## config.mk

```make
export PLATFORM = sky130hd
export DESIGN_NAME = full_adder
export DESIGN_NICKNAME = d
export VERILOG_FILES = /design/src/rtl/full_adder_pkg.sv /design/src/rtl/full_adder_bit.sv /design/src/rtl/full_adder.sv
export SDC_FILE = /design/constraint.sdc
export NUM_CORES = 1
export LEC_CHECK = 0
export BUFFER_PORTS_ARGS = -buffer_cell sky130_fd_sc_hd__buf_2
export CAP_MARGIN = 20
export CELL_PAD_IN_SITES_DETAIL_PLACEMENT = 1
export CELL_PAD_IN_SITES_GLOBAL_PLACEMENT = 2
export CORE_AREA = 2 2 41 43
export DETAILED_ROUTE_END_ITERATION = 16
export DIE_AREA = 0 0 43 45
export PLACE_DENSITY_LB_ADDON = 0.08
export SLEW_MARGIN = 20
export SYNTH_ARGS = -nofsm -noshare
export SYNTH_HDL_FRONTEND = slang
export SYNTH_HIERARCHICAL = 1
export SYNTH_SLANG_ARGS = --single-unit
```

## constraint.sdc

```tcl
create_clock -name clk -period 2.5 [get_ports clk]
set_input_delay 0.25 -clock clk [delete_from_list [all_inputs] [get_ports clk]]
set_output_delay 0.25 -clock clk [all_outputs]
set_load 0.1 [all_outputs]
```

## src/rtl/full_adder_pkg.sv

```systemverilog
// ============================================================================
// full_adder_pkg : shared constants for the registered ripple-carry adder
// Revision 1.0
// ============================================================================
`default_nettype none

package full_adder_pkg;

    localparam int ADDER_WIDTH_DEF = 4;

endpackage

`default_nettype wire

```

## src/rtl/full_adder_bit.sv

```systemverilog
// ============================================================================
// full_adder_bit : one-bit combinational full adder cell
// Revision 1.0
// ============================================================================
`default_nettype none

module full_adder_bit (
    input  logic a,
    input  logic b,
    input  logic ci,
    output logic s,
    output logic co
);

    logic prop;

    assign prop = a ^ b;
    assign s    = prop ^ ci;
    assign co   = (a & b) | (ci & prop);

endmodule

`default_nettype wire

```

## src/rtl/full_adder.sv

```systemverilog
// ============================================================================
// full_adder : WIDTH-bit ripple-carry adder with registered sum/cout/overflow
// Revision 1.0
// ============================================================================
`default_nettype none

module full_adder
    import full_adder_pkg::*;
#(
    parameter int WIDTH = ADDER_WIDTH_DEF
) (
    input  logic             clk,
    input  logic             rst,
    input  logic             in_valid,
    input  logic [WIDTH-1:0] a,
    input  logic [WIDTH-1:0] b,
    input  logic             cin,
    output logic [WIDTH-1:0] sum,
    output logic             cout,
    output logic             overflow,
    output logic             out_valid
);

    logic [WIDTH:0]   carry;
    logic [WIDTH-1:0] sum_comb;

    assign carry[0] = cin;

    generate
        for (genvar i = 0; i < WIDTH; i++) begin : g_bit
            full_adder_bit u_bit (
                .a  (a[i]),
                .b  (b[i]),
                .ci (carry[i]),
                .s  (sum_comb[i]),
                .co (carry[i+1])
            );
        end
    endgenerate

    // Result registers load only on accepted operands, so idle-cycle X never reaches them.
    always_ff @(posedge clk) begin
        if (rst) begin
            sum       <= '0;
            cout      <= 1'b0;
            overflow  <= 1'b0;
            out_valid <= 1'b0;
        end else begin
            out_valid <= in_valid;
            if (in_valid) begin
                sum      <= sum_comb;
                cout     <= carry[WIDTH];
                overflow <= carry[WIDTH] ^ carry[WIDTH-1];
            end
        end
    end

endmodule

`default_nettype wire

```

Word level (Yosys, flattened, before mapping)
Index checks and enable logic that the tools add are counted.
W data, S select, Z words.
{ "word_totals": {"register_bits": 7, "in_bits": 12, "out_inout_bits": 7} }
{ "op_classes": {"bitwise": 21} }
{ "op_table": {"columns": ["op", "n"], "rows": [
  ["$xor A1 B1 Y1", 9],
  ["$and A1 B1 Y1", 8],
  ["$or A1 B1 Y1", 4]
]} }

Depth between registers and ports, before layout
{ "depth": {"depth_word": 10, "mapped_depth": 6} }

Modules after synthesis
Netlist, hierarchy kept.
{ "by_module_without_submodules": {"columns": ["mod", "instances", "cells_per_inst", "area_each_um2"], "rows": [
  ["full_adder", 1, 22, 251.5],
  ["full_adder_bit", 4, 1, 20.0]
]} }

Least setup slack after synthesis
No wires, ideal clock.
{ "synth_timing": {"path_kind": "input to register", "startpoint": "input a[0]", "endpoint": "register overflow", "arrival_ns": 2.203, "required_ns": 2.420, "path_slack_ns": 0.217, "cell_stages": 6, "path_buffers": 0, "path_cell_list": "fa_1 > fa_1 > fa_1 > fa_1 > xnor2_1 > a211oi_2"} }
{ "synth_between": {"elab_chain_cells": 10} }
{ "synth_lines": {"columns": ["element", "line", "text"], "rows": [
  ["start, declared", "full_adder.sv:15", "input logic [WIDTH-1:0] a,"],
  ["$xor A1 B1 Y1", "full_adder_bit.sv:17", "assign prop = a ^ b;"],
  ["$and A1 B1 Y1", "full_adder_bit.sv:19", "assign co = (a & b) | (ci & prop);"],
  ["$or A1 B1 Y1 *", "full_adder_bit.sv:19", null],
  ["$and A1 B1 Y1 *", "full_adder_bit.sv:19", null],
  ["$or A1 B1 Y1 *", "full_adder_bit.sv:19", null],
  ["via carry[2]", "full_adder.sv:24", "logic [WIDTH:0] carry;"],
  ["$and A1 B1 Y1 *", "full_adder_bit.sv:19", null],
  ["$or A1 B1 Y1 *", "full_adder_bit.sv:19", null],
  ["via carry[3]", "full_adder.sv:24", null],
  ["$and A1 B1 Y1 *", "full_adder_bit.sv:19", null],
  ["$or A1 B1 Y1 *", "full_adder_bit.sv:19", null],
  ["via carry[4]", "full_adder.sv:24", null],
  ["$xor A1 B1 Y1 *", "full_adder.sv:53", "overflow <= carry[WIDTH] ^ carry[WIDTH-1];"],
  ["end signal, assigned", "full_adder.sv:53", null],
  ["end, declared", "full_adder.sv:20", "output logic overflow,"]
]} }
The timed path passes the listed nets; every way through them passes the cells marked *.
A chain may end at the register's enable or synchronous reset.

Worst setup path after layout
{ "layout_timing": {"startpoint": "input a[0]", "endpoint": "register overflow"} }
{ "layout_between": {"elab_chain_cells": 10} }
{ "layout_lines": {"columns": ["element", "line"], "rows": [
  ["$xor A1 B1 Y1", "full_adder_bit.sv:17"],
  ["$and A1 B1 Y1", "full_adder_bit.sv:19"],
  ["$or A1 B1 Y1 *", "full_adder_bit.sv:19"],
  ["via carry[1]", "full_adder.sv:24"],
  ["$and A1 B1 Y1 *", "full_adder_bit.sv:19"],
  ["$or A1 B1 Y1 *", "full_adder_bit.sv:19"],
  ["via carry[2]", "full_adder.sv:24"],
  ["$and A1 B1 Y1 *", "full_adder_bit.sv:19"],
  ["$or A1 B1 Y1 *", "full_adder_bit.sv:19"],
  ["via carry[3]", "full_adder.sv:24"],
  ["$and A1 B1 Y1 *", "full_adder_bit.sv:19"],
  ["$or A1 B1 Y1 *", "full_adder_bit.sv:19"],
  ["via carry[4]", "full_adder.sv:24"],
  ["$xor A1 B1 Y1 *", "full_adder.sv:53"]
]} }
Marks and branches as above.

==> impl_metrics.ini <==
[outcome]
status = completed

[detailed_routing]
routed_wl_um = 770
wire_per_inst_um = 12.2
final_antenna_net_count = 0
drt_first_pass_iters = 2
via_per_inst = 4.22
drc = 0
num_vias = 266
drtIter0Drc = 5

[power]
power_uw = 365
p_leak_nw = 0.227
vdd_drop_max_mv = 0.275
power.density_nw_per_um2 = 799

[critical_path]
endpoint_kind = flop
required_ns = 2.67
reg2reg_depth = 2
regToRegSetupSlack_ns = 1.83
r2r_start = overflow
slowest_stage = fa_1
cp_slowest_stage_delay_ns = 0.43
crit_chain = buf_2 > fa_1 > fa_1 > fa_1 > fa_1 > xnor2_1 > a211oi_2
regToRegEndpoint = overflow
cpMostUsedCell = fa_1
startpoint_type = input pin
startpoint = a[0]
crit_end = overflow
crit_fanout = 2
path_class = input pin to flop
worstPathArrival_ns = 2.41

[logic_synthesis]
avgSynthCellArea_um2 = 12.8
synth_edf_count = 0
synthesis.area_um2 = 332
synth_commonest_cells = dfxtp_1, nor2_1, mux2i_1
synth-async-reset-ratio = 0
seq_area_frac_synth = 0.423
synth_most_common_cell = dfxtp_1
synth.area.top_cells = dfxtp_1, fa_1, mux2i_1, nor2_1, a211oi_2
syn_inst = 26
syn_nets = 42
synth_area_leader_cell = dfxtp_1
synth_top_area_frac = 0.423
ys_dominant_reg_cell = dfxtp_1
synth_cell_type_count = 8
synth-seq-cells = 7
ys.warnings.count = 6

[floorplan]
io_pins = 19
rows = 14
start_util = 0.225
die_w_um = 43
dieArea_um2 = 1940
die_h_um = 45
core_um2 = 1470

[global_routing]
grt_pass1_wl_mm = 1.30
grt_start_max_net_pins = 9
gr-total-overflow = 0
antenna_found_initial = 0
gr-usage-all-layers = 0.0966
grt_pass1_vias = 295

[clocking]
cts-root-buf = clkbuf_4
clkSinkCount = 7
clk_pin_slew_ns = 0.05
htree_levels = 1
insertion_delay_ns = 0.25
numCtsBuffers = 3
cts_resized = 0
clockBufferDepth = 2
cts_hold_buffers = 0
postCtsSetupBuffers = 0
cts_tree = yes

[timing]
hold_ws_ns = 0.270
tightest_slew_ns = 0.490
grt_setup_unrepaired = false
fin_tns_setup_ns = 0
max_freq_mhz = 446
fin_skew_ns = 0
relSlewSlack = 0.676
hold_viol_final = 0
fin_crit_ns = 2.24
final_max_slew_viol_count = 0
setup_viol = 0
period_share = 0.897

[cells_and_area]
regArea_um2 = 140
multiInputGateArea_um2 = 180
syn_to_final_growth_pct = 37.7
final_nets = 64
drive_gt1_frac = 0.468
fillers = 184
diodes = 0

[place]
dpl.hpwl_um = 647
io_buffer_count = 18
gp_congestion = 0.557

[min_path]
min_path_type = input pin to flop

[job]
drv_cap = 0
cells by family (layout without fill, tap and decap cells):
| logic type | after synthesis | after routing | share of synthesized area |
|---|---|---|---|
| fa+ha+maj | 4 | 4 | 0.242 |
| flops | 7 | 7 | 0.423 |
| mux | 5 | 5 | 0.151 |
| simple gates | 7 | 7 | 0.0868 |
| buf+inv | 1 | 22 | 0.0340 |
| xor+xnor | 1 | 1 | 0.0264 |
| compound gates | 1 | 1 | 0.0377 |
flip-flops by register name (all words and copies together) (netlist names):
register   flops
sum            4
cout           1
out_valid      1
overflow       1
final cells by class:
cell class,instances,area share
Multi-Input combinational cell,18,0.395
Sequential cell,7,0.307
Timing Repair Buffer,18,0.197
Clock buffer,4,0.0575
Tap cell,16,0.0438
cells in the final DEF (no fill, tap or decap):
cell type / netlist / final
nor2b_1: 1 / 1
xnor2_1: 1 / 1
a211oi_2: 1 / 1
fa_1: 4 / 4
mux2i_1: 5 / 5
clkbuf_4: 0 / 3
dfxtp_1: 7 / 7
clkbuf_1: 0 / 1
buf_2: 0 / 18
nor2_1: 6 / 6
per-stage QoR:
stage	instance area, µm²	instances	utilization	setup WS [ns]
4_1_cts	457	63	0.310	0.248
3_3_place_gp	430	59	0.293	0.0566
6_report	457	63	0.310	0.257
5_1_grt	457	63	0.310	0.193
3_5_place_dp	430	59	0.293	-0.0162
2_1_floorplan	332	26	-	0.217
worst max-delay path, delay by kind of cell:
family                   cells  cell delay (ns)
adder cells (fa/ha/maj)      4             1.67
AO/OA/AOI/OAI                1             0.22
XOR/XNOR                     1             0.16
buffers and inverters        1             0.11
metal layers:
metal | GRT usage | wire, µm
met3 | 0.0640 | 76
met1 | 0.110 | 292
met4 | 0.0364 | 0
met2 | 0.145 | 401
met5 | 0 | 0
worst min-delay path by stage:
stage | start | endpoint | slack (ns) | cells after the start
floorplan | rst | overflow | 0.31 | 1
global placement | sum[0] | sum[0] | 0.47 | 2
detailed placement | sum[1] | sum[1] | 0.49 | 2
CTS | rst | overflow | 0.27 | 2
global route | rst | overflow | 0.27 | 2
finish | rst | overflow | 0.27 | 2
where the power goes:
| group | total [mW] | switching, mW | leakage (nW) | internal [mW] |
|---|---|---|---|---|
| registers | 0.127 | 0.00465 | 0.0580 | 0.122 |
| clock network | 0.104 | 0.0427 | 0.0150 | 0.0610 |
| logic | 0.134 | 0.103 | 0.154 | 0.0314 |
| total | 0.365 | 0.150 | 0.227 | 0.214 |
No activity file was read; power rests on OpenSTA's default activity.
